==> config.mk <==
export PLATFORM = sky130hd
export DESIGN_NAME = rca_seq_adder
export DESIGN_NICKNAME = d
export VERILOG_FILES = /design/src/rtl/rca_pkg.sv /design/src/rtl/rca_slice.sv /design/src/rtl/rca_seq_adder.sv
export SDC_FILE = /design/constraint.sdc
export NUM_CORES = 1
export LEC_CHECK = 0
export CORE_ASPECT_RATIO = 0.5
export CORE_MARGIN = 4
export CORE_UTILIZATION = 35
export CTS_CLUSTER_SIZE = 10
export DETAILED_ROUTE_END_ITERATION = 7
export GPL_ROUTABILITY_DRIVEN = 0
export PLACE_DENSITY_LB_ADDON = 0.08
export SYNTH_ARGS = -nofsm -noshare
export SYNTH_HDL_FRONTEND = slang
export SYNTH_SLANG_ARGS = --single-unit
==> constraint.sdc <==
create_clock -name clk -period 3 [get_ports clk]
set_clock_uncertainty 0.1 [all_clocks]
set_input_delay 0.6 -clock clk [delete_from_list [all_inputs] [get_ports clk]]
set_output_delay 0.6 -clock clk [all_outputs]
set_load 0.01 [all_outputs]
==> src/rtl/rca_pkg.sv <==
// ============================================================================
// rca_pkg : state encoding and derived-size helpers for the sequential adder
// Revision: 1.0
// ============================================================================
`default_nettype none

package rca_pkg;

  typedef enum logic [1:0] {
    ST_IDLE = 2'd0,
    ST_BUSY = 2'd1,
    ST_DONE = 2'd2,
    ST_RSVD = 2'd3
  } state_t;

  function automatic int calc_nchunk(input int width, input int chunk);
    return width / chunk;
  endfunction

  // Index counter is never narrower than one bit, even for a single chunk.
  function automatic int calc_idxw(input int nchunk);
    return (nchunk > 1) ? $clog2(nchunk) : 1;
  endfunction

endpackage

`default_nettype wire

==> src/rtl/rca_slice.sv <==
// ============================================================================
// rca_slice : combinational CHUNK-bit ripple-carry adder, also exposing the
//             carry into its top bit for signed-overflow detection
// Revision: 1.0
// ============================================================================
`default_nettype none

module rca_slice #(
  parameter int CHUNK = 2
) (
  input  logic [CHUNK-1:0] a,
  input  logic [CHUNK-1:0] b,
  input  logic             ci,
  output logic [CHUNK-1:0] s,
  output logic             co,
  output logic             c_msb
);

  logic [CHUNK:0] w_c;

  assign w_c[0] = ci;

  for (genvar i = 0; i < CHUNK; i++) begin : g_fa
    assign s[i]       = a[i] ^ b[i] ^ w_c[i];
    assign w_c[i + 1] = (a[i] & b[i]) | (w_c[i] & (a[i] ^ b[i]));
  end

  assign co    = w_c[CHUNK];
  assign c_msb = w_c[CHUNK - 1];

endmodule

`default_nettype wire

==> src/rtl/rca_seq_adder.sv <==
// ============================================================================
// rca_seq_adder : multi-cycle WIDTH-bit adder, CHUNK bits per clock through a
//                 single shared ripple slice, valid/ready on both sides
// Revision: 1.0
// ============================================================================
`default_nettype none

module rca_seq_adder
  import rca_pkg::*;
#(
  parameter int WIDTH = 8,
  parameter int CHUNK = 2
) (
  input  logic             clk,
  input  logic             reset_n,
  input  logic             in_valid,
  output logic             in_ready,
  input  logic [WIDTH-1:0] a,
  input  logic [WIDTH-1:0] b,
  input  logic             ci,
  output logic             out_valid,
  input  logic             out_ready,
  output logic [WIDTH-1:0] s,
  output logic             co,
  output logic             ovf
);

  localparam int NCHUNK = calc_nchunk(WIDTH, CHUNK);
  localparam int IDXW   = calc_idxw(NCHUNK);
  localparam logic [IDXW-1:0]  LAST_IDX   = IDXW'(NCHUNK - 1);
  localparam logic [WIDTH-1:0] CHUNK_MASK = WIDTH'({CHUNK{1'b1}});

  if (WIDTH < 2) begin : g_chk_width
    $error("rca_seq_adder: WIDTH must be >= 2");
  end
  if ((CHUNK < 1) || (CHUNK > WIDTH)) begin : g_chk_chunk
    $error("rca_seq_adder: CHUNK must be in 1..WIDTH");
  end
  if ((CHUNK >= 1) && ((WIDTH % CHUNK) != 0)) begin : g_chk_mod
    $error("rca_seq_adder: WIDTH must be a multiple of CHUNK");
  end

  state_t             r_state;
  state_t             w_next_state;
  logic [WIDTH-1:0]   r_a;
  logic [WIDTH-1:0]   r_b;
  logic [WIDTH-1:0]   r_s;
  logic               r_carry;
  logic               r_co;
  logic               r_ovf;
  logic [IDXW-1:0]    r_idx;

  logic [31:0]        w_base;
  logic               w_last;
  logic [CHUNK-1:0]   w_sl_a;
  logic [CHUNK-1:0]   w_sl_b;
  logic [CHUNK-1:0]   w_sl_s;
  logic               w_sl_co;
  logic               w_sl_cmsb;
  logic [WIDTH-1:0]   w_s_merged;

  // Chunk selection by shifting keeps the select free of index-width issues.
  assign w_base     = 32'(r_idx) * CHUNK;
  assign w_last     = (r_idx == LAST_IDX);
  assign w_sl_a     = CHUNK'(r_a >> w_base);
  assign w_sl_b     = CHUNK'(r_b >> w_base);
  assign w_s_merged = (r_s & ~(CHUNK_MASK << w_base)) | (WIDTH'(w_sl_s) << w_base);

  rca_slice #(
    .CHUNK (CHUNK)
  ) u_slice (
    .a     (w_sl_a),
    .b     (w_sl_b),
    .ci    (r_carry),
    .s     (w_sl_s),
    .co    (w_sl_co),
    .c_msb (w_sl_cmsb)
  );

  always_ff @(posedge clk or negedge reset_n) begin
    if (!reset_n) begin
      r_state <= ST_IDLE;
    end else begin
      r_state <= w_next_state;
    end
  end

  // The unused encoding behaves exactly like IDLE.
  always_comb begin
    w_next_state = ST_IDLE;
    in_ready     = 1'b0;
    out_valid    = 1'b0;
    case (r_state)
      ST_BUSY: begin
        w_next_state = w_last ? ST_DONE : ST_BUSY;
      end
      ST_DONE: begin
        out_valid    = 1'b1;
        w_next_state = out_ready ? ST_IDLE : ST_DONE;
      end
      default: begin
        in_ready     = 1'b1;
        w_next_state = in_valid ? ST_BUSY : ST_IDLE;
      end
    endcase
  end

  always_ff @(posedge clk or negedge reset_n) begin
    if (!reset_n) begin
      r_a     <= '0;
      r_b     <= '0;
      r_s     <= '0;
      r_carry <= 1'b0;
      r_co    <= 1'b0;
      r_ovf   <= 1'b0;
      r_idx   <= '0;
    end else begin
      case (r_state)
        ST_BUSY: begin
          r_s     <= w_s_merged;
          r_carry <= w_sl_co;
          if (w_last) begin
            r_co  <= w_sl_co;
            r_ovf <= w_sl_cmsb ^ w_sl_co;
            r_idx <= '0;
          end else begin
            r_idx <= r_idx + 1'b1;
          end
        end
        ST_DONE: begin
        end
        default: begin
          if (in_valid) begin
            r_a     <= a;
            r_b     <= b;
            r_carry <= ci;
            r_idx   <= '0;
          end
        end
      endcase
    end
  end

  assign s   = r_s;
  assign co  = r_co;
  assign ovf = r_ovf;

endmodule

`default_nettype wire
# Word-level counts from Yosys, hierarchy flattened
# Cells that the tools add are included.
dict set report op_classes {
  add_sub_neg 1
  n_eq_ne 3
  n_shift 4
  muxes 11
  bitwise 16
  n_reduce_logical 5
}
# operator n
set ops {}
lappend ops {{$shr 8x3->2} 2}
lappend ops {{$and 8x8->8} 1}
lappend ops {{$mux 2} 4}
lappend ops {{$not 8->8} 1}
lappend ops {{$or 8x8->8} 1}
lappend ops {{$pmux 2 s2} 2}
lappend ops {{$shl 2x3->8} 1}
lappend ops {{$shl 2x3->8 const A} 1}
lappend ops {{$reduce_and 2->1} 3}
lappend ops {{$xor 1x1->1} 5}
lappend ops {{$and 1x1->1} 4}
lappend ops {{$eq 2x2->1 const B} 2}
lappend ops {{$mux 1} 4}
lappend ops {{$add 2x1->2 const B} 1}
lappend ops {{$eq 2x1->1 const B} 1}
lappend ops {{$not 1->1} 2}
lappend ops {{$or 1x1->1} 2}
lappend ops {{$pmux 1 s2} 1}
lappend ops {{$reduce_bool 2->1} 1}
lappend ops {{$reduce_or 2->1} 1}
dict set report word_totals {
  ff_bits 31
  in_bits 21
  output_inout_bits 12
  word_cells 48
}

# Longest topological paths before layout
dict set report depth {
  depth_word 7
  ltp_mapped 6
  depth_no_buf 5
}

# By module
# A second synthesis with hierarchy kept.
dict set report unflattened {
  cells_unflattened 109
  hier_area_um2 1497.7
}
# mod n_inst cells_per_inst area_each_um2 seq_area_each_um2
set modules_own_cells {}
lappend modules_own_cells {rca_seq_adder 1 107 1457.6 775.7}
lappend modules_own_cells {rca_slice 1 2 40.0 0.0}

# Least setup slack after synthesis
# OpenSTA, ideal clock, no wires.
dict set report synth_path {
  path_kind {register to register}
  from {reg r_idx[0]}
  to {reg r_s[1] (netlist: s[1])}
  setup_ps 122
  arrival_time_ps 2206
  t_required_ps 2778
  path_slack_ps 572
  path_stages_with_launch 6
  path_buffers 1
  period_less_slack_ps 2428
  path_cell_list {dfrtp_1 > buf_6 > mux4_2 > fa_1 > fa_1 > a32o_1}
}
dict set report synth_via {
  elab_chain_cells 7
  word_cells_on_any_way 13
  classes_between {shift: 4; bitwise: 9}
}
# element line
set synth_lines {}
lappend synth_lines {{start, declared} rca_seq_adder.sv:51} ;# logic [IDXW-1:0] r_idx;
lappend synth_lines {{start signal, assigned} rca_seq_adder.sv:127} ;# r_idx <= r_idx + 1'b1;
lappend synth_lines {{$shr 8x3->2, on equally long branches} {rca_seq_adder.sv:65, rca_seq_adder.sv:66}}
lappend synth_lines {{$xor 1x1->1} rca_slice.sv:25} ;# assign w_c[i + 1] = (a[i] & b[i]) | (w_c[i] & (a[i] ^ b[i]));
lappend synth_lines {{$and 1x1->1} rca_slice.sv:25}
lappend synth_lines {{$or 1x1->1} rca_slice.sv:25}
lappend synth_lines {{$xor 1x1->1} rca_slice.sv:24} ;# assign s[i] = a[i] ^ b[i] ^ w_c[i];
lappend synth_lines {{$shl 2x3->8} rca_seq_adder.sv:67} ;# assign w_s_merged = (r_s & ~(CHUNK_MASK << w_base)) | (WIDTH'(w_sl_s) << w_base);
lappend synth_lines {{$or 8x8->8 *} rca_seq_adder.sv:67}
lappend synth_lines {{end signal, assigned} rca_seq_adder.sv:120} ;# r_s <= w_s_merged;
lappend synth_lines {{end, declared} rca_seq_adder.sv:47} ;# logic [WIDTH-1:0] r_s;
# Every way passes the cells marked *; elsewhere a longest branch is shown, timed or not.
# A chain may end at the register's enable or synchronous reset.

# Worst setup path in the final report
# Same ends and word-level chain as after synthesis.

==> results by group <==
Outcome
  – Outcome: finished, final reports clean

Worst setup path
  – Slowest cell on the critical path: dfrtp_1
  – Crit-path cells: mux4_2, fa_1, fa_1, a32o_1
  – Worst reg2reg path depth: 4
  – Slowest Stage Delay on Critical Path: ~620 ps
  – R2r endpoint: s[1]$_DFFE_PN0P_
  – Worst reg2reg setup slack: 290 ps
  – Setup crit end kind: register
  – CP Class: register to register
  – Crit path DAT: about 2800 ps
  – Startpoint types: register
  – CP Launch Point: r_idx[0]$_DFFE_PN0P_
  – Start of the worst register-to-register path: r_idx[0]$_DFFE_PN0P_
  – CP Capture Point: s[1]$_DFFE_PN0P_
  – Most common cell type on the critical path: fa_1
  – CP Data Required Time: 3060 ps
  – Crit path max fanout: 11

Routing
  – Vias per cell: about 4.7
  – Total length of routed wires: ~2.7 mm
  – DR vias: a little over 900
  – Drt initial violations: 24
  – Routed Antenna Nets: 0
  – # DRC: 0
  – DRT Pass-1 Iters: 2
  – Routed wire length per instance: between 10 and 15 um

Job
  – Max_cap viols: 0

Timing
  – Max-slew headroom: a little over two thirds
  – Final setup fails: 0
  – Fin. max-slew vios: 0
  – TNS Setup: 0 ps
  – Hold WS: 376 ps
  – Measured slew at the worst slew-check pin: 449 ps
  – RSZ-0062 raised after global routing: no
  – FMAX: around 370 MHz
  – Final critical-path share of the clock period: between 90% and 100%
  – Final Hold Vio Count: 0
  – Final WS setup: 290 ps
  – Clock period minus worst slack: roughly 2700 ps

Power
  – Worst vdd ir: roughly 0.47 mV
  – LEAKAGE: approximately 0.84 nW
  – P per Cell Area: 1090 nW/um^2

Floorplan
  – Starting Density: 37.2%
  – Die width: ~100 um
  – Io pins: 33
  – Full die area: between 5000 and 6000 sq um
  – Row cnt: 16
  – Die height: around 54 um
  – Placeable Area: ~4000 sq um

Clock tree
  – Num CTS Buffers: 5
  – Resize count post-CTS: 0
  – H-tree Lvls: 2
  – CTS tree: done
  – Clock sink count: 31
  – Clock Latency Late Sink: between 200 and 300 ps
  – Post-CTS Setup Inserts: 0
  – CTS clk-pin slew, worst paths: approximately 60 ps
  – # hold bufs at CTS: 0
  – CTS Root Cell: clkbuf_8
  – CTS Buffer Depth: 2

GRT
  – Total grt overflow: 0
  – Global Route Usage Sum: 11.8%
  – Largest net degree at the start of global routing: 32
  – Global-route wire length before repair: around 4.8 mm
  – Initial antenna violation count: 0
  – Vias in the first global route: 962

Placed design
  – Post-DP HPWL: ~2 mm
  – Pre-CTS worst setup slack: 309 ps
  – PortBufs: 32

Logic synthesis
  – Top-area cell type share of the netlist area: 52.3%
  – Cell Area, Synth: 1480 sq um
  – EDFF count, synth: 0
  – Flops & latches, synth: 31
  – Mean Syn Cell Area: 13.6 sq um
  – Net count after synthesis: roughly 140
  – Sequential share of the synthesized area: between 50% and 60%
  – Unique masters post-synth: 23
  – Prevailing post-synth register cell: dfrtp_1
  – Most instantiated library cell after synthesis: dfrtp_1
  – Yosys warning count: 0
  – Top cells by area, synth: dfrtp_1 52%, mux2_4 9.1%, mux2_2 6.1%
  – Yosys top cell by area: dfrtp_1
  – Top cells by count, synth: 31 x dfrtp_1, 16 x nand2_1, 9 x mux2_4, 8 x mux2_2, 7 x o21ai_0
  – Post-Synthesis Cells: 109
  – Async SR Flop Fraction: 100%

Cells and area
  – Ant. Diodes: 0
  – NumNets Final: between 150 and 200
  – Area growth, synth to finish: 29.7%
  – Layout cells sized above 1: approximately 20%

Worst hold path
  – Min-Delay Path Class: register to register
==> logic make-up (layout without fill, tap and decap cells) <==
family	count (synthesis)	count (layout)	share of synthesized area, %
adder cells (fa/ha/maj)	8	8	7.76
buffers and inverters	10	46	3.88
AND/OR/NAND/NOR	22	22	6.75
AO/OA/AOI/OAI	16	16	7.43
multiplexers	21	21	21.3
XOR/XNOR	1	1	0.591
flip-flops	31	31	52.3
==> layer usage <==
metal	vias up	share of wire (%)	GRT usage, %
met5	-	0	0
met4	0	0.84	3.36
met3	2	6.1	4.79
met2	19	42	17.7
met1	456	51	15.7
li1	453	-	-
==> report_power, final <==
group	internal [mW]	total [mW]	switching, mW
clock network	0.154	0.291	0.137
registers	0.619	0.755	0.136
logic	0.584	1.05	0.463
total	1.36	2.09	0.737
==> worst min-delay path by stage <==
stage                        to             start  cells past startpoint  slack [ps]
3_3_place_gp   s[3]$_DFFE_PN0P_  s[3]$_DFFE_PN0P_                      2         370
6_report       s[3]$_DFFE_PN0P_  s[3]$_DFFE_PN0P_                      2         380
2_1_floorplan    co$_DFFE_PN0P_           reset_n                      0         200
5_1_grt        s[3]$_DFFE_PN0P_  s[3]$_DFFE_PN0P_                      2         410
3_5_place_dp   s[3]$_DFFE_PN0P_  s[3]$_DFFE_PN0P_                      2         370
4_1_cts        s[3]$_DFFE_PN0P_  s[3]$_DFFE_PN0P_                      2         380
==> layout by cell type (no fill, tap or decap), types with 2 or more instances in the layout <==
| cell | netlist | final |
|---|---|---|
| a21oi_1 | 2 | 2 |
| a32o_1 | 4 | 4 |
| buf_4 | 1 | 2 |
| clkbuf_8 | 0 | 5 |
| clkdlybuf4s50_1 | 0 | 32 |
| dfrtp_1 | 31 | 31 |
| fa_1 | 2 | 2 |
| ha_1 | 6 | 6 |
| inv_1 | 6 | 6 |
| mux2_2 | 8 | 8 |
| mux2_4 | 9 | 9 |
| mux4_2 | 4 | 4 |
| nand2_1 | 16 | 16 |
| nor2_1 | 2 | 2 |
| o21ai_0 | 7 | 7 |
==> layout make-up <==
cell class / instances / area (sq um)
Fill cell: 382 / 2060
Sequential cell: 31 / 776
Multi-Input combinational cell: 68 / 649
Timing Repair Buffer: 34 / 335
Clock buffer: 6 / 72.6
Tap cell: 54 / 67.6
Inverter: 6 / 22.5
==> critical path: cells and delay by family (launching register included) <==
family	cells	cell delay, ps
AOI/OAI and AO/OA	1	280
adders and majority gates	2	1010
DFF	1	620
muxes	1	590
==> flip-flops by register name, summed over array words and instances (netlist names) <==
| register | cells |
|---|---|
| ovf | 1 |
| r_idx | 2 |
| r_carry | 1 |
| r_state | 2 |
| r_a | 8 |
| r_b | 8 |
| co | 1 |
| s | 8 |
==> through the flow <==
| step | instances | util (%) | cell area [sq um] | total power, mW |
|---|---|---|---|---|
| floorplan | 109 | - | 1480 | 1.47 |
| global placement | 193 | 46.5 | 1850 | 1.81 |
| detailed placement | 193 | 46.5 | 1850 | 1.82 |
| CTS | 199 | 48.3 | 1920 | 2.11 |
| global route | 199 | 48.3 | 1920 | 2.25 |
| finish | 199 | 48.3 | 1920 | 2.09 |
Power figures use the tool's default switching activity.
